==> src/rtl/cnt_arbiter_pkg.sv <==
// Shared types and defaults for the counter arbiter: FSM state encoding,
// default requester count and counter width.
package cnt_arbiter_pkg;

    typedef enum logic [1:0] {
        IDLE = 2'd0,
        RUN  = 2'd1,
        DONE = 2'd2
    } state_t;

    localparam int NREQ_DEF  = 4;
    localparam int WIDTH_DEF = 8;

    // Index width for a requester number; never below one bit.
    function automatic int idx_width(input int n);
        return (n < 2) ? 1 : $clog2(n);
    endfunction

endpackage

==> src/rtl/cnt_arbiter_rr_pick.sv <==
// Combinational round-robin picker: searches req starting one past the last
// granted index and returns the first hit as one-hot plus its index.
module rr_pick
    import cnt_arbiter_pkg::*;
#(
    parameter int NREQ = NREQ_DEF,
    parameter int IW   = idx_width(NREQ_DEF)
) (
    input  logic [NREQ-1:0] req,
    input  logic [IW-1:0]   last,
    output logic [NREQ-1:0] winner,
    output logic [IW-1:0]   index
);

    int          pos;
    logic [IW-1:0] pos_idx;
    logic        found;

    always_comb begin
        winner  = '0;
        index   = '0;
        found   = 1'b0;
        pos     = 0;
        pos_idx = '0;
        // Offset NREQ wraps back to last itself, so the previous owner is
        // considered only after every other requester.
        for (int i = 1; i <= NREQ; i++) begin
            pos = int'(last) + i;
            if (pos >= NREQ) begin
                pos = pos - NREQ;
            end
            pos_idx = IW'(pos);
            if (!found && req[pos_idx]) begin
                found           = 1'b1;
                winner[pos_idx] = 1'b1;
                index           = pos_idx;
            end
        end
    end

endmodule

==> src/rtl/cnt_arbiter.sv <==
// Round-robin owner of a shared up-counter. Each grant runs the counter from 0
// to the owner's latched terminal count, then pulses done.
// Optional macro CNT_ARBITER_ABORT_EN: owner dropping req mid-RUN aborts to IDLE.
//
// state | meaning
// IDLE  | no owner; arbitrate when any req is high
// RUN   | owner holds gnt; count climbs to len_l
// DONE  | one-cycle done pulse to owner, then IDLE
module cnt_arbiter
    import cnt_arbiter_pkg::*;
#(
    parameter int NREQ  = NREQ_DEF,
    parameter int WIDTH = WIDTH_DEF
) (
    input  logic                       clk,
    input  logic                       reset,
    input  logic [NREQ-1:0]            req,
    input  logic [NREQ-1:0][WIDTH-1:0] len,
    output logic [NREQ-1:0]            gnt,
    output logic [NREQ-1:0]            done,
    output logic                       busy,
    output logic [WIDTH-1:0]           count
);

    localparam int IW = idx_width(NREQ);

    state_t           state;
    logic [IW-1:0]    last;
    logic [WIDTH-1:0] len_l;
    logic [NREQ-1:0]  pick_onehot;
    logic [IW-1:0]    pick_idx;
    logic             abort;

    rr_pick #(
        .NREQ (NREQ),
        .IW   (IW)
    ) u_pick (
        .req    (req),
        .last   (last),
        .winner (pick_onehot),
        .index  (pick_idx)
    );

`ifdef CNT_ARBITER_ABORT_EN
    assign abort = ~|(req & gnt);
`else
    assign abort = 1'b0;
`endif

    always_ff @(posedge clk or negedge reset) begin
        if (!reset) begin
            state <= IDLE;
            gnt   <= '0;
            done  <= '0;
            busy  <= 1'b0;
            count <= '0;
            len_l <= '0;
            last  <= IW'(NREQ - 1);
        end else begin
            case (state)
                IDLE: begin
                    if (|req) begin
                        gnt   <= pick_onehot;
                        len_l <= len[pick_idx];
                        count <= '0;
                        last  <= pick_idx;
                        busy  <= 1'b1;
                        state <= RUN;
                    end
                end
                RUN: begin
                    // last already points at the owner, so an abort leaves
                    // the pointer advanced past it.
                    if (abort) begin
                        gnt   <= '0;
                        busy  <= 1'b0;
                        state <= IDLE;
                    end else if (count == len_l) begin
                        done  <= gnt;
                        state <= DONE;
                    end else begin
                        count <= count + 1'b1;
                    end
                end
                DONE: begin
                    gnt   <= '0;
                    done  <= '0;
                    busy  <= 1'b0;
                    state <= IDLE;
                end
                default: begin
                    gnt   <= '0;
                    done  <= '0;
                    busy  <= 1'b0;
                    state <= IDLE;
                end
            endcase
        end
    end

endmodule
==> config.mk <==
export PLATFORM = sky130hd
export DESIGN_NAME = cnt_arbiter
export DESIGN_NICKNAME = d
export VERILOG_FILES = /design/src/rtl/cnt_arbiter_pkg.sv /design/src/rtl/cnt_arbiter_rr_pick.sv /design/src/rtl/cnt_arbiter.sv
export SDC_FILE = /design/constraint.sdc
export NUM_CORES = 1
export LEC_CHECK = 0
export ABC_AREA = 1
export CAP_MARGIN = 15
export CORE_MARGIN = 1
export CORE_UTILIZATION = 53
export CTS_CLUSTER_DIAMETER = 100
export CTS_CLUSTER_SIZE = 28
export DETAILED_ROUTE_END_ITERATION = 12
export PLACE_DENSITY = 0.85
export SYNTH_ARGS = -nofsm -noshare
export SYNTH_HDL_FRONTEND = slang
export SYNTH_HIERARCHICAL = 1
export SYNTH_SLANG_ARGS = --single-unit
==> constraint.sdc <==
create_clock -name clk -period 4.6 [get_ports clk]
set_clock_uncertainty 0.15 [all_clocks]
set_input_delay 0.92 -clock clk [delete_from_list [all_inputs] [get_ports clk]]
set_output_delay 0.92 -clock clk [all_outputs]
set_load 0.05 [all_outputs]
* Word-level counts from Yosys, hierarchy flattened
Index checks and enable logic that the tools add are counted.
Storage, ports and cells: word-level logic and storage cells 102, output and inout bits 17, register bits 29, input port bits 38
Operators by class: add/sub/neg operators 9, equality and inequality tests 5, reduce and logical (&&, ||, !) cells 18, bitwise operators 5, multiplexer cells 45, magnitude comparators 13
Operators by type and width (number):
- 2-to-1 mux 4 bit | 6
- 2-to-1 mux 8 bit | 3
- 2-to-1 mux 2 bit | 10
- binary-select mux 8 bit (select 2 bit) | 1
- case mux 4 bit (2 select lines) | 2
- case mux 8 bit (2 select lines) | 1
- less-than comparator 2 x 3 -> 1 bit (second input constant) | 5
- 2-to-1 mux 1 bit | 12
- OR 4 bit | 3
- greater-or-equal comparator 3 bit (second input constant) | 3
- adder 8 x 1 -> 8 bit (second input constant) | 1
- binary-select mux 1 bit (select 2 bit) | 4
- demux 1 bit (select 2 bit) | 4
- == test 8 bit | 1
- greater-or-equal comparator 2 x 1 -> 1 bit (second input constant) | 4
- AND reduction 2 bit | 4
- subtractor 2 x 1 -> 2 bit (second input constant) | 4
- logical AND 1 bit | 7
- adder 2 x 2 -> 3 bit (second input constant) | 2
- inequality test 2 bit (second input constant) | 3
- adder 2 x 3 -> 4 bit (second input constant) | 1
- greater-or-equal comparator 4 x 3 -> 1 bit (second input constant) | 1
- case mux 2 bit (2 select lines) | 1
- OR reduction 4 bit | 1
- 8 further kinds | 11

* Depth between registers and ports, before layout
Gate-level depths: netlist (run 1).
depth after elaboration 17, mapped depth 15, mapped depth without buffers 14

* By module
The synthesis (run 1) kept the hierarchy.
By module, submodules not included:
- cnt_arbiter | area each 1695.4 sq um, instances 1, cells each 237, seq. area each 728.2 sq um
- rr_pick | area each 474.2 sq um, instances 1, cells each 75, seq. area each 0.0 sq um

* Worst setup path before layout (run 1)
OpenSTA, ideal clock, no wires.
path kind flip-flop to flip-flop, from register last[0], to register len_l[4], period minus slack after synthesis 2.571 ns, buffers on the path 1, library setup time 0.126 ns, required time 4.324 ns, cell stages (with the launch flop) 16, arrival time 2.296 ns, path slack 2.029 ns, path through dfstp_2 inv_2 ha_1 inv_1 nand2_4 nand2_4 clkinv_4 nand2_1 nor2_1 a21oi_2 inv_1 buf_2 nor2_1 o22ai_1 nand2_1 o21ai_0
Between the ends: longest elaborated chain between the ends 17, elaborated cells on any way between the ends 39, those cells by class 8 x add/sub; 4 x order compare; 21 x mux; 6 x reduce/logical
RTL lines:
- from (decl) | line cnt_arbiter.sv:28 | logic [IW-1:0] last;
- from (signal assigned) | line cnt_arbiter.sv:58 | last <= IW'(NREQ - 1);
- from (signal assigned) | line cnt_arbiter.sv:66 | last <= pick_idx;
- adder 2 x 1 -> 3 bit | line cnt_arbiter_rr_pick.sv:28 | pos = int'(last) + i;
- greater-or-equal comparator 3 bit / subtractor 2 x 1 -> 2 bit (equally long branches) | line cnt_arbiter_rr_pick.sv:29, cnt_arbiter_rr_pick.sv:30
- 2-to-1 mux 2 bit | line cnt_arbiter_rr_pick.sv:29 | if (pos >= NREQ) begin
- binary-select mux 1 bit (select 2 bit) | line cnt_arbiter_rr_pick.sv:33 | if (!found && req[pos_idx]) begin
- 2-to-1 mux 1 bit (not written as such) | line cnt_arbiter_rr_pick.sv:33
- 2-to-1 mux 1 bit | line cnt_arbiter_rr_pick.sv:33
- zero test 1 bit | line cnt_arbiter_rr_pick.sv:33
- logical AND 1 bit | line cnt_arbiter_rr_pick.sv:33
- (+2 left out)
- logical AND 1 bit | line cnt_arbiter_rr_pick.sv:33
- 2-to-1 mux 1 bit | line cnt_arbiter_rr_pick.sv:33
- zero test 1 bit | line cnt_arbiter_rr_pick.sv:33
- logical AND 1 bit | line cnt_arbiter_rr_pick.sv:33
- 2-to-1 mux 2 bit * | line cnt_arbiter_rr_pick.sv:33
- named net pick_idx[0] | line cnt_arbiter.sv:31 | logic [IW-1:0] pick_idx;
- binary-select mux 8 bit (select 2 bit) * | line cnt_arbiter.sv:64 | len_l <= len[pick_idx];
- 2-to-1 mux 8 bit (not written as such) * | line cnt_arbiter.sv:64
- to (signal assigned) | line cnt_arbiter.sv:64
- to (decl) | line cnt_arbiter.sv:29 | logic [WIDTH-1:0] len_l;
Mark *: on every way through the listed nets, which the timed path passes. The rest lies on a longest branch. The select of a mux whose other input is x is not followed. A chain may end at the register's enable or synchronous reset.

* Worst setup path after layout (run 1)
from register last[0], to register len_l[5]
The elaborated chain is that of the path after synthesis.

==> flow_summary.toml, run 1 <==
[status]
status = "complete, no violations"

[logic_synthesis]
yosysWarnings = 6
syn-instance-count = 312
ys_seq_area_frac = 0.336
ys_ff_latch = 29
synth_area_per_cell_um2 = 6.95
yosys-top-cells-area = "dfrtp_1 (31%), nand2_1 (14%), nand3_1 (7.6%)"
synth_fp_nets = 359
yosysTopAreaCell = "dfrtp_1"
ys_types = 28
syn_area_um2 = 2170
yosys.area.top_type_share = 0.311

[clocking]
cts_made_buffers = 5
cts_buffer_depth = 2
cts.clk_slew.worst_paths_ns = 0.06
clock_sinks = 29
post_cts_buffers = 0
htree_levels = 2
cts_resized = 0
clock_latency_ns = 0.28
root_buffer = "clkbuf_8"
cts_tree = "built"
ctsHoldBuffers = 0

[min_path]
whs_path_depth = 2
hp-class = "flop to flop"
hold_end = "done[1]"
hold_start = "gnt[1]"

[drt]
num_vias = 2147
wl_um = 4670
drtIter0Drc = 117
viasPerCell = 5.14
avgRoutedWirePerCell_um = 11.2
firstDrtPassIters = 4
drc = 0
ant_nets = 0

[placed_design]
hpwlAfterDp_um = 3650
place_ws_ns = 0.976
io_buffers = 54
place.gp.congestion = 1.00

[die]
coreArea_um2 = 3800
initial_core_util = 0.571
dieArea_um2 = 4350
ioPinCount = 55
rows = 22
chipWidth_um = 66.0
die_y_um = 66.0

[timing]
finalCritPeriodShare = 0.739
setup_viol = 0
clock.fmax_mhz = 294
rsz0062_at_grt = "false"
fin_crit_ns = 3.40
max_slew.worst_pin.slew_ns = 0.728
setup_tns_ns = 0
whs_ns = 0.355
hold_violations = 0
relSlewSlack = 0.513
finalWorstSetupSlack_ns = 1.20
drv_slew = 0

[critical_path]
startpoint = "last[0]"
reg2reg_from = "last[0]"
timing.rr.end = "len_l[5]"
crit_type = "flop to flop"
cp-start-kind = "flop"
crit_arrival_ns = 3.39
critPathMaxFanout = 17
r2r_slack_ns = 1.20
r2r_cells = 13
required_ns = 4.59
end_kind = "flop"

[grt]
first_global_vias = 1957
antenna_found_initial = 0
grt_max_degree = 28
grt_overflow_total = 0
grt_util_all_layers = 0.254
grt_pass1_wl_um = 8530

[power_and_ir_drop]
ir_drop_mv = 0.155
switching_share = 0.379
seqPwrFrac = 0.353
total_power_mw = 0.862
powerDensity_nw_per_um2 = 301
p_switching_mw = 0.327
p_clk_frac = 0.237
comb_power_share = 0.410
p_int_mw = 0.535
power_leakage_nw = 1.39

[cells_and_area]
drive_above_1_share = 0.111
fillers = 291
final_core_util = 0.753
num-nets-final = 417
area_delta_synth_final_pct = 31.8
insertedDiodeCount = 0

[job]
cap_violations = 0
## how the worst max path moves through the flow
stage	endpoint	cells after the start	slack [ns]
final	len_l[5]	13	1.20
after global routing	len_l[7]	13	0.89
after CTS	len_l[0]	13	1.23
after detailed placement	len_l[0]	14	0.98
after global placement	len_l[0]	14	1.08
after floorplan	len_l[4]	15	2.03
## worst max-delay path, cell delays in order (launching register included)
cell,delay (ns)
dfstp_2,0.67
inv_2,0.16
ha_1,0.38
inv_1,0.13
nand2_4,0.12
nand2_4,0.07
nor2_4,0.12
nor2_1,0.07
a21oi_2,0.53
inv_1,0.37
o21ai_0,0.25
o22ai_1,0.09
nand2_1,0.06
o21ai_0,0.08
## Yosys cell counts
cell type / count
clkinv_4: 1
ha_1: 9
xnor2_1: 3
dfstp_2: 2
a21oi_1: 4
nand3_4: 1
o22ai_1: 5
nor2_1: 37
a31oi_1: 5
nand3_2: 4
nand2_1: 81
xor2_1: 1
clkbuf_1: 2
nor2_4: 4
o21ai_0: 30
nand3_1: 33
inv_4: 1
inv_1: 29
a21oi_2: 1
buf_2: 4
nand4_1: 4
dfrtp_1: 27
a21boi_0: 4
inv_2: 6
nand2_4: 5
nor3b_1: 1
o21ai_1: 1
nand2_2: 7
## cell type report
| cell class | count | area, µm² | area share |
|---|---|---|---|
| Clock buffer | 7 | 86.3 | 0.0302 |
| Inverter | 37 | 146 | 0.0512 |
| Multi-Input combinational cell | 240 | 1270 | 0.443 |
| Sequential cell | 29 | 728 | 0.255 |
| Tap cell | 48 | 60.1 | 0.0210 |
| Timing Repair Buffer | 57 | 571 | 0.200 |
## flip-flops by register name, summed over array words and instances (netlist names)
register / cells
len_l: 8
busy: 1
state: 2
last: 2
done: 4
gnt: 4
count: 8
## layer usage
layer,wire length (µm),part of all wire,track usage,vias up
met3,239,0.051,0.0517,6
met1,2260,0.48,0.339,940
li1,-,-,-,1131
met2,2100,0.45,0.409,70
met5,0,0,0,-
met4,68,0.015,0.0798,0
## stage by stage
stage	cell area [µm²]	cells
global placement	2760	410
detailed placement	2760	410
global route	2860	418
CTS	2840	417
floorplan	2170	312
finish	2860	418
## power by group through the flow
stage                     logic [mW]  clock network [mW]  registers [mW]
after detailed placement       0.349                   0           0.309
after floorplan                0.234                   0           0.329
final                          0.353               0.204           0.304
after global placement         0.342                   0           0.308
after global routing           0.401               0.220           0.308
after CTS                      0.351               0.207           0.305
## placed cells by master (no fill, tap or decap), types with 3 or more instances in the layout
cell and n:
nand2_1 81, clkdlybuf4s50_1 54, nor2_1 37, nand3_1 33, o21ai_0 30, inv_1 29, dfrtp_1 27, ha_1 9
nand2_2 7, inv_2 6, clkbuf_8 6, nand2_4 5, o22ai_1 5, a31oi_1 5, nor2_4 4, nand4_1 4
nand3_2 4, a21boi_0 4, a21oi_1 4, xnor2_1 3
## logic make-up after synthesis
family | count (synthesis) | synth area share
compound gates | 50 | 0.127
fa+ha+maj | 9 | 0.0519
xor+xnor | 4 | 0.0162
simple gates | 177 | 0.389
buf+inv | 43 | 0.0802
flops | 29 | 0.336
(Power assumes the default switching activity.)
==> run 2: changes to the inputs <==
CORE_UTILIZATION = 49   (was 53)
PLACE_DENSITY = 0.8   (was 0.85)
clock period = 3.2 ns   (was 4.6 ns; I/O delays follow)
==> flow_summary.toml, run 2 (synthesis results as in run 1) <==
[power_and_ir_drop]
total_power_mw = 1.34
p_int_mw = 0.857
p_switching_mw = 0.479
ir_drop_mv = 0.207
comb_power_share = 0.391
switching_share = 0.359
powerDensity_nw_per_um2 = 462
power_leakage_nw = 1.41
p_clk_frac = 0.285
seqPwrFrac = 0.324

[placed_design]
place_ws_ns = 0.284
hpwlAfterDp_um = 3810
io_buffers = 54
place.gp.congestion = 0.871

[die]
chipWidth_um = 68.5
die_y_um = 68.5
rows = 23
dieArea_um2 = 4700
coreArea_um2 = 4120
initial_core_util = 0.527
ioPinCount = 55

[grt]
grt_overflow_total = 0
first_global_vias = 1834
grt_pass1_wl_um = 7840
gr-usage-met2 = 0.355
met1_usage = 0.301
met3_usage = 0.0444
antenna_found_initial = 0
grt_util_all_layers = 0.221
grt-busiest-layer = "met2"
grt_max_degree = 21

[critical_path]
crit_arrival_ns = 2.96
required_ns = 3.24
critPathMaxFanout = 9
end_kind = "flop"
crit_type = "flop to flop"
cp-start-kind = "flop"
r2r_slack_ns = 0.28

[timing]
whs_ns = 0.352
hold_violations = 0
clock.fmax_mhz = 342
setup_tns_ns = 0
relSlewSlack = 0.595
setup_viol = 0
finalWorstSetupSlack_ns = 0.279
max_slew.worst_pin.slew_ns = 0.606
fin_crit_ns = 2.92
rsz0062_at_grt = "false"
drv_slew = 0
finalCritPeriodShare = 0.913

[drt]
drc = 0
wl_um = 4860
num_vias = 2155
avgRoutedWirePerCell_um = 11.5
ant_nets = 0
firstDrtPassIters = 5
drtIter0Drc = 127
viasPerCell = 5.11

[status]
status = "complete, no violations"

[cells_and_area]
num-nets-final = 418
layout.cells.most_common = "nand2_1"
largestRegisters = "count (8), len_l (8)"
area_delta_synth_final_pct = 33.3
drive_above_1_share = 0.116
final_cell_mix = "nand2_1 (81), clkdlybuf4s50_1 (54), nor2_1 (37)"
insertedDiodeCount = 0

[job]
cap_violations = 0

[clocking]
post_cts_buffers = 0
cts_tree = "built"
clock_sinks = 29
ctsHoldBuffers = 0
root_buffer = "clkbuf_8"
cts_buffer_depth = 2
cts_resized = 0
htree_levels = 2
clock_latency_ns = 0.27
cts_made_buffers = 5
cts.clk_slew.worst_paths_ns = 0.06

[min_path]
hp-class = "flop to flop"
==> run 2: cell types whose count changed in the layout (fill, tap and decap cells not counted) <==
| cell | previous run | this run |
|---|---|---|
| buf_8 | 1 | 0 |
| bufinv_16 | 0 | 1 |
| buf_4 | 2 | 4 |
==> run 2: per-stage QoR <==
step           std cells  area, µm²   util
4_1_cts              422       2890  0.703
6_report             422       2890  0.703
2_1_floorplan        312       2170      -
3_5_place_dp         414       2780  0.674
5_1_grt              422       2890  0.703
3_3_place_gp         414       2780  0.674
==> run 2: worst max-delay path, stage by stage (launching register included) <==
cell,delay [ns]
dfstp_2,0.64
inv_1,0.18
ha_1,0.37
inv_1,0.18
nand2_4,0.10
nand2_4,0.09
clkinv_4,0.07
nand3_1,0.08
nand3_1,0.25
inv_1,0.29
o21ai_0,0.12
o22ai_1,0.16
nand2_1,0.07
o21ai_0,0.08
==> run 2: final cells by class <==
cell class | instances | area (µm²)
Clock inverter | 1 | 30.0
Timing Repair Buffer | 58 | 571
Sequential cell | 29 | 728
Multi-Input combinational cell | 240 | 1270
Fill cell | 340 | 1220
Inverter | 37 | 146
Tap cell | 50 | 62.6
Clock buffer | 7 | 86.3
==> run 2: final timing paths <==
check	startpoint	end	cells past startpoint
min in group asynchronous	reset	len_l[4]	1
max in group asynchronous	reset	state[1]	2
max	last[1]	len_l[4]	13
min	done[1]	done[1]	2
min reg2reg	done[1]	done[1]	2
max reg2reg	last[1]	len_l[4]	13
==> run 2: power by group through the flow <==
stage | registers (mW) | logic, mW | clock network [mW]
2_1_floorplan | 0.473 | 0.336 | 0
3_3_place_gp | 0.438 | 0.510 | 0
3_5_place_dp | 0.440 | 0.518 | 0
4_1_cts | 0.433 | 0.519 | 0.388
5_1_grt | 0.438 | 0.580 | 0.410
6_report | 0.433 | 0.522 | 0.381
==> run 2: layer usage <==
metal	vias up	part of all wire
met1	944	0.50
met4	0	0.0058
met5	-	0
li1	1135	-
met3	2	0.050
met2	74	0.45
==> run 3: changes to the inputs <==
CORE_UTILIZATION = 40   (was 49)
PLACE_DENSITY = 0.67   (was 0.8)
SKIP_CTS_REPAIR_TIMING = 1   (was unset)
==> flow_summary.toml, run 3 (synthesis results as in run 1) <==
[status]
status = "complete, no violations"

[min_path]
whs_path_depth = 2
hold_start = "done[3]"
hp-class = "flop to flop"
hold_end = "done[3]"

[critical_path]
r2r_slack_ns = 0.56
reg2reg_from = "last[1]"
timing.rr.end = "len_l[0]"
required_ns = 3.19
cp-start-kind = "flop"
cp_top_family = "compound AO/OA/AOI/OAI gates"
critPathMostFrequentCell = "inv_1"
critPathMaxFanout = 17
crit_type = "flop to flop"
crit_arrival_ns = 2.64
cp_num_buf_inv = 3
critical_path.slowest_cell = "dfstp_2"
end_kind = "flop"
worstPathCellList = "inv_1 -> ha_1 -> inv_1 -> nand2_4 -> nand2_4 -> nor2_4 -> nor2_1 -> a21oi_2 -> inv_1 -> o21ai_0 -> o22ai_1 -> nand2_1 -> o21ai_0"
slowest_delay_ns = 0.53
r2r_cells = 13

[power_and_ir_drop]
power_leakage_nw = 1.42
powerDensity_nw_per_um2 = 459
total_power_mw = 1.35
ir_drop_mv = 0.201

[clocking]
cts_made_buffers = 5
clock_sinks = 29
cts.clk_slew.worst_paths_ns = 0.06
htree_levels = 2
cts_tree = "built"
root_buffer = "clkbuf_8"
cts_buffer_depth = 2
clock_latency_ns = 0.28

[timing]
fin_crit_ns = 2.64
finalCritPeriodShare = 0.826
finalWorstSetupSlack_ns = 0.556
clock.fmax_mhz = 378
max_slew.worst_pin.slew_ns = 0.527
drv_slew = 0
relSlewSlack = 0.648
rsz0062_at_grt = "false"
setup_viol = 0
hold_violations = 0
setup_tns_ns = 0

[grt]
grt_overflow_total = 0
grt_util_all_layers = 0.187
grt_max_degree = 30
antenna_found_initial = 0
first_global_vias = 1819
grt_pass1_wl_um = 8120

[placed_design]
place_ws_ns = 0.379
io_buffers = 54
hpwlAfterDp_um = 3770
place.gp.congestion = 0.841
placed_cell_area_um2 = 2820

[cells_and_area]
postLayoutCellArea_um2 = 2930
drive_above_1_share = 0.120
final_cell_mix = "nand2_1 (81), clkdlybuf4s50_1 (54), nor2_1 (37)"
num-nets-final = 420
largestRegisters = "count (8), len_l (8)"
fillers = 493
layout.cells.most_common = "nand2_1"
insertedDiodeCount = 0
area_delta_synth_final_pct = 35.1

[drt]
firstDrtPassIters = 4
viasPerCell = 4.77
wl_um = 4790
ant_nets = 0
drtIter0Drc = 84
num_vias = 2116
drc = 0
avgRoutedWirePerCell_um = 10.8

[die]
chipWidth_um = 75.6
ioPinCount = 55
initial_core_util = 0.419
rows = 26
coreArea_um2 = 5170
die_y_um = 75.6
dieArea_um2 = 5720

[job]
cap_violations = 0
-- run 3: cell count changes in the layout (fill, tap and decap cells not counted) --
cell | before | now
buf_4 | 4 | 6
-- run 3: worst min-delay path, stage by stage (launching register included) --
cell and delay (ns):
dfrtp_1 0.35, nand3_1 0.08, nand2_1 0.05
-- run 3: area by class of cell --
class / count / area [µm²] / share of cell area
clock buffers: 7 / 86.3 / 0.0294
clock inverters: 1 / 30.0 / 0.0102
inverters: 37 / 146 / 0.0499
multi-input cells: 240 / 1270 / 0.432
flip-flops and latches: 29 / 728 / 0.248
well taps: 70 / 87.6 / 0.0299
repair buffers: 60 / 586 / 0.200
-- run 3: power breakdown --
group	internal, mW	total, mW	switching [mW]
Sequential	0.403	0.430	0.0270
Clock	0.253	0.385	0.131
Combinational	0.208	0.531	0.323
Total	0.864	1.35	0.481
-- run 3: how the worst max path moves through the flow --
| stage | from | end | slack (ns) | depth (start not counted) |
|---|---|---|---|---|
| after global routing | last[1] | len_l[0] | 0.27 | 14 |
| after detailed placement | req[2] | len_l[0] | 0.38 | 14 |
| after global placement | req[2] | len_l[5] | 0.47 | 14 |
| final | last[1] | len_l[0] | 0.56 | 13 |
| after CTS | last[1] | len_l[0] | 0.56 | 13 |
| after floorplan | last[0] | len_l[4] | 0.63 | 15 |
-- run 3: routing by layer --
| metal | vias to the layer above | part of all wire | global-route usage |
|---|---|---|---|
| li1 | 1129 | - | - |
| met1 | 918 | 0.51 | 0.264 |
| met2 | 63 | 0.43 | 0.279 |
| met3 | 6 | 0.049 | 0.0384 |
| met4 | 0 | 0.016 | 0.0761 |
| met5 | - | 0 | 0 |
-- run 3: per-stage QoR --
stage | hold WS [ns] | instances | util
CTS | 0.362 | 444 | 0.567
global route | 0.374 | 444 | 0.567
finish | 0.357 | 444 | 0.567
floorplan | 0.194 | 312 | -
detailed placement | 0.343 | 436 | 0.544
global placement | 0.340 | 436 | 0.544
==> patch 1, RTL diff (flow settings as in run 2) <==
Re-encode `state_t` (3 states) as one-hot, 3 bits wide.
--- a/src/rtl/cnt_arbiter_pkg.sv
+++ b/src/rtl/cnt_arbiter_pkg.sv
@@ -3,8 +3,8 @@
 package cnt_arbiter_pkg;
 
-    typedef enum logic [1:0] {
-        IDLE = 2'd0,
-        RUN  = 2'd1,
-        DONE = 2'd2
+    typedef enum logic [2:0] {
+        IDLE = 3'b001,
+        RUN  = 3'b010,
+        DONE = 3'b100
     } state_t;
 
Function: same outputs for any inputs over 10 cycles, from zero or initial values and one cycle with reset low; not proved beyond that.
==> patch 1 against run 2 <==
Fmax up 1.2%; count of clock-buffer cells in the layout unchanged; worst setup slack better by 0.034 ns; area after synthesis down 0.75%; sequential cell count up 1; final area down 2.2%; wire length down 1.2%; highest routed layer unchanged.
Power is not compared: it rests on default switching activity, and its combinational part moved more than twofold at a synthesized area within 25%.
==> patch 1: results (changes against run 2) <==
metric,value,unit,change
status,"finished, final reports clean",,
grt_pass1_wl,8360,µm,+6.6%
ys_types,30,,+7.1%
vias,2128,,-1.3%
grt_max_degree,31,,+48%
cp_slowest_stage_delay,0.66,ns,+0.02 ns
worst_pin_slew,0.499,ns,-0.106 ns
numCtsBuffers,5,,unchanged
holdWs,0.325,ns,-0.0270 ns
crit_arrival,2.94,ns,-0.02 ns
ys_seq_area_share,35.0,%,+1.5 points
fin_total_pwr,2850,µW,
fill_cells,345,,+1.5%
gp_congestion,0.828,,-4.9%
wirelength,4810,µm,-1.2%
hold-path-endpoint,done[1],,
clk_path_buf_depth,2,,unchanged
hpwl,3730,µm,-2.0%
r2r-end,len_l[0],,
grt_use_met1,31.1,%,+0.98 points
insertion_delay,0.28,ns,
synth_area_leaders,"dfrtp_1, nand2_1, nor2_1",,
peakVddDrop,801,µV,
synthArstFlopShare,100,%,unchanged
reg.largest.list,"count (8), len_l (8)",,
track_usage,23.7,%,+1.6 points
crit_slowest_cell,dfstp_2,,
clock-root-buffer,clkbuf_8,,
post_cts_buffers,0,,unchanged
r2r_cells,13,,unchanged
r2r_slack,0.31,ns,+0.03 ns
antenna_found_initial,0,,unchanged
drtIter0Drc,152,,+20%
synthTopCellsByCount,"nand2_1, nor2_1, nand3_1",,
use_met3,3.83,%,-0.61 points
rr_startpoint,last[0],,
drive_gt1_share,10.8,%,-0.79 points
syn_nets,351,,-2.2%
yosysWarnings,6,,unchanged
critPathMaxFanout,12,,+3
first_global_vias,1956,,+6.7%
first_pass_iters,4,,-1
min_from,done[1],,
layout.nets,408,,-2.4%
grt_use_met2,37.5,%,+2.0 points
leakage,0.00131,µW,
cts_max_level,2,,unchanged
max_cap_viol_count,0,,unchanged
patch 1: per-layer routing:
metal,vias up,wire (µm)
li1,1097,-
met1,958,2250
met2,64,2260
met3,9,203
met4,0,88
met5,-,0
patch 1: worst max path at each step:
| stage | slack, ns | depth (start not counted) | to | startpoint |
|---|---|---|---|---|
| final | 0.31 | 13 | len_l[0] | last[0] |
| after global routing | 0.01 | 13 | len_l[5] | last[0] |
| after CTS | 0.33 | 13 | len_l[0] | last[0] |
| after detailed placement | 0.30 | 13 | len_l[0] | req[2] |
| after global placement | 0.38 | 13 | len_l[0] | req[2] |
| after floorplan | 0.63 | 15 | len_l[4] | last[0] |
patch 1: layout make-up:
cell class / instances / area, µm² / area share (%)
multi-input cells: 238 / 1240 / 43.9
flip-flops and latches: 30 / 754 / 26.7
repair buffers: 57 / 563 / 19.9
inverters: 29 / 114 / 4.03
clock buffers: 7 / 86.3 / 3.05
well taps: 50 / 62.6 / 2.21
clock inverters: 1 / 5.00 / 0.177
patch 1: kinds of logic (layout without fill, tap and decap cells):
group                    after synthesis  after routing  share of synthesized area (%)
adder cells (fa/ha/maj)                9              9                           5.23
AND/OR/NAND/NOR                      174            174                           37.1
XOR/XNOR                               7              7                           2.85
flip-flops                            30             30                           35.0
buffers and inverters                 36             94                           7.26
AO/OA/AOI/OAI                         48             48                           12.5
patch 1: power by group:
group	switching [µW]	total, µW	internal, µW	leakage (µW)
registers	121	650	529	0.000384
logic	1230	1880	649	0.000878
clock network	145	318	173	0.0000482
patch 1: metrics by stage:
step	util [%]	instances	area [µm²]	setup WS, ns
global route	68.7	412	2830	0.0113
CTS	68.7	412	2830	0.327
floorplan	-	304	2150	0.628
global placement	66.5	404	2740	0.383
finish	68.7	412	2830	0.312
detailed placement	66.5	404	2740	0.297
==> patch 2, RTL diff (config.mk and constraints of run 2) <==
Made on the original files. Add a define of `CNT_ARBITER_ABORT_EN`.
--- a/src/rtl/cnt_arbiter.sv
+++ b/src/rtl/cnt_arbiter.sv
@@ -7,4 +7,6 @@
 // RUN   | owner holds gnt; count climbs to len_l
 // DONE  | one-cycle done pulse to owner, then IDLE
+`define CNT_ARBITER_ABORT_EN
+
 module cnt_arbiter
     import cnt_arbiter_pkg::*;
Function: changed (a bounded check fails within 4 cycles, from zero or initial values and one cycle with reset low).
==> patch 2 against run 2 <==
Hold slack better by 0.0015 ns; first-iteration DRC count up 33%; worst setup slack better by 0.0076 ns; final area up 2.8%; wire length up 7.1%; critical path depth unchanged; sequential cell count unchanged; area after synthesis up 5.0%; critical endpoint unchanged.
Power is not compared: it rests on default switching activity, and its combinational part moved more than twofold at a synthesized area within 25%.
==> patch 2: results (changes against run 2) <==
metric,value,unit,change
layout.nets,443,,+6.0%
synthTopCellsByCount,"nand2_1, nor2_1, nand3_1",,
peakVddDrop,591,µV,
cpLargestDelayFamily,buffers and inverters,,
critPathMaxFanout,9,,unchanged
hpwl,4110,µm,+7.9%
grt_use_met1,30.0,%,-0.072 points
synth_area_leaders,"dfrtp_1, nand2_1, nand3_1",,
vias,2331,,+8.2%
reg.largest.list,"count (8), len_l (8)",,
drtIter0Drc,169,,+33%
status,"finished, final reports clean",,
grt_use_met2,37.4,%,+1.9 points
post_cts_buffers,0,,unchanged
leakage,0.00143,µW,
synthCells,337,,+8.0%
use_met3,4.18,%,-0.26 points
track_usage,22.9,%,+0.79 points
gp_congestion,0.977,,+12%
antenna_found_initial,0,,unchanged
crit_arrival,2.96,ns,about the same
wirelength,5210,µm,+7.1%
cts.clk_slew.worst_paths,0.06,ns,about the same
ys_seq_area_share,32.0,%,-1.6 points
avgViaCountPerCell,5.19,,+1.7%
slew_headroom,66.6,%,+7.1 points
clk_path_buf_depth,2,,unchanged
min_from,state[1],,
synthAdderAreaFrac,4.94,%,-0.25 points
p_sw,1500,µW,
insertion_delay,0.28,ns,
first_global_vias,2051,,+12%
startpoint,last[1],,
drive_gt1_share,12.3,%,+0.78 points
synthXorXnorAreaFrac,1.92,%,+0.31 points
syn_nets,384,,+7.0%
numPortBuffers,54,,unchanged
fill_cells,388,,+14%
ys_types,29,,+3.6%
grt_pass1_wl,9060,µm,+16%
synth_compound_area_share,12.1,%,-0.66 points
grt_max_degree,30,,+43%
## patch 2: cell count changes after synthesis, moves of 3 or more
cell / run 2 / this run
nor2_2: 0 / 3
o22ai_1: 5 / 8
nand2_1: 81 / 104
a31oi_1: 5 / 1
inv_1: 29 / 25
## patch 2: per-layer routing
layer,share of wire (%),vias up
met5,0,-
met4,1.5,0
met3,4.7,8
met2,48,67
met1,46,1048
li1,-,1208
## patch 2: power by group through the flow
stage | clock network [µW] | registers, µW | logic (µW)
floorplan | 0 | 703 | 1360
global placement | 0 | 594 | 1850
detailed placement | 0 | 599 | 1910
CTS | 308 | 593 | 1920
global route | 325 | 613 | 2140
finish | 302 | 592 | 1930
## patch 2: path summary, 6_finish.rpt
kind | depth (start not counted) | end | slack (ns)
max in group asynchronous | 2 | last[0] | 1.99
min in group asynchronous | 2 | state[1] | 0.60
min | 1 | state[1] | 0.35
min reg2reg | 1 | state[1] | 0.35
max | 13 | len_l[4] | 0.29
max reg2reg | 13 | len_l[4] | 0.29
## patch 2: metrics by stage
step | setup slack (ns) | total power, µW | utilization [%] | cell area [µm²]
floorplan | 0.660 | 2060 | - | 2280
global placement | 0.380 | 2440 | 65.3 | 2880
detailed placement | 0.272 | 2510 | 65.3 | 2880
CTS | 0.331 | 2820 | 67.3 | 2970
global route | 0.0558 | 3080 | 67.3 | 2970
finish | 0.286 | 2820 | 67.3 | 2970
## patch 2: final cells by class
type | count | area share, %
Multi-Input combinational cell | 267 | 46.4
Sequential cell | 29 | 24.5
Timing Repair Buffer | 58 | 19.2
Inverter | 35 | 4.63
Clock buffer | 8 | 3.03
Tap cell | 52 | 2.19
## patch 2: cells by family after synthesis
group,count (synthesis)
AND/OR/NAND/NOR,203
AO/OA/AOI/OAI,50
buffers and inverters,41
flip-flops,29
adder cells (fa/ha/maj),9
XOR/XNOR,5
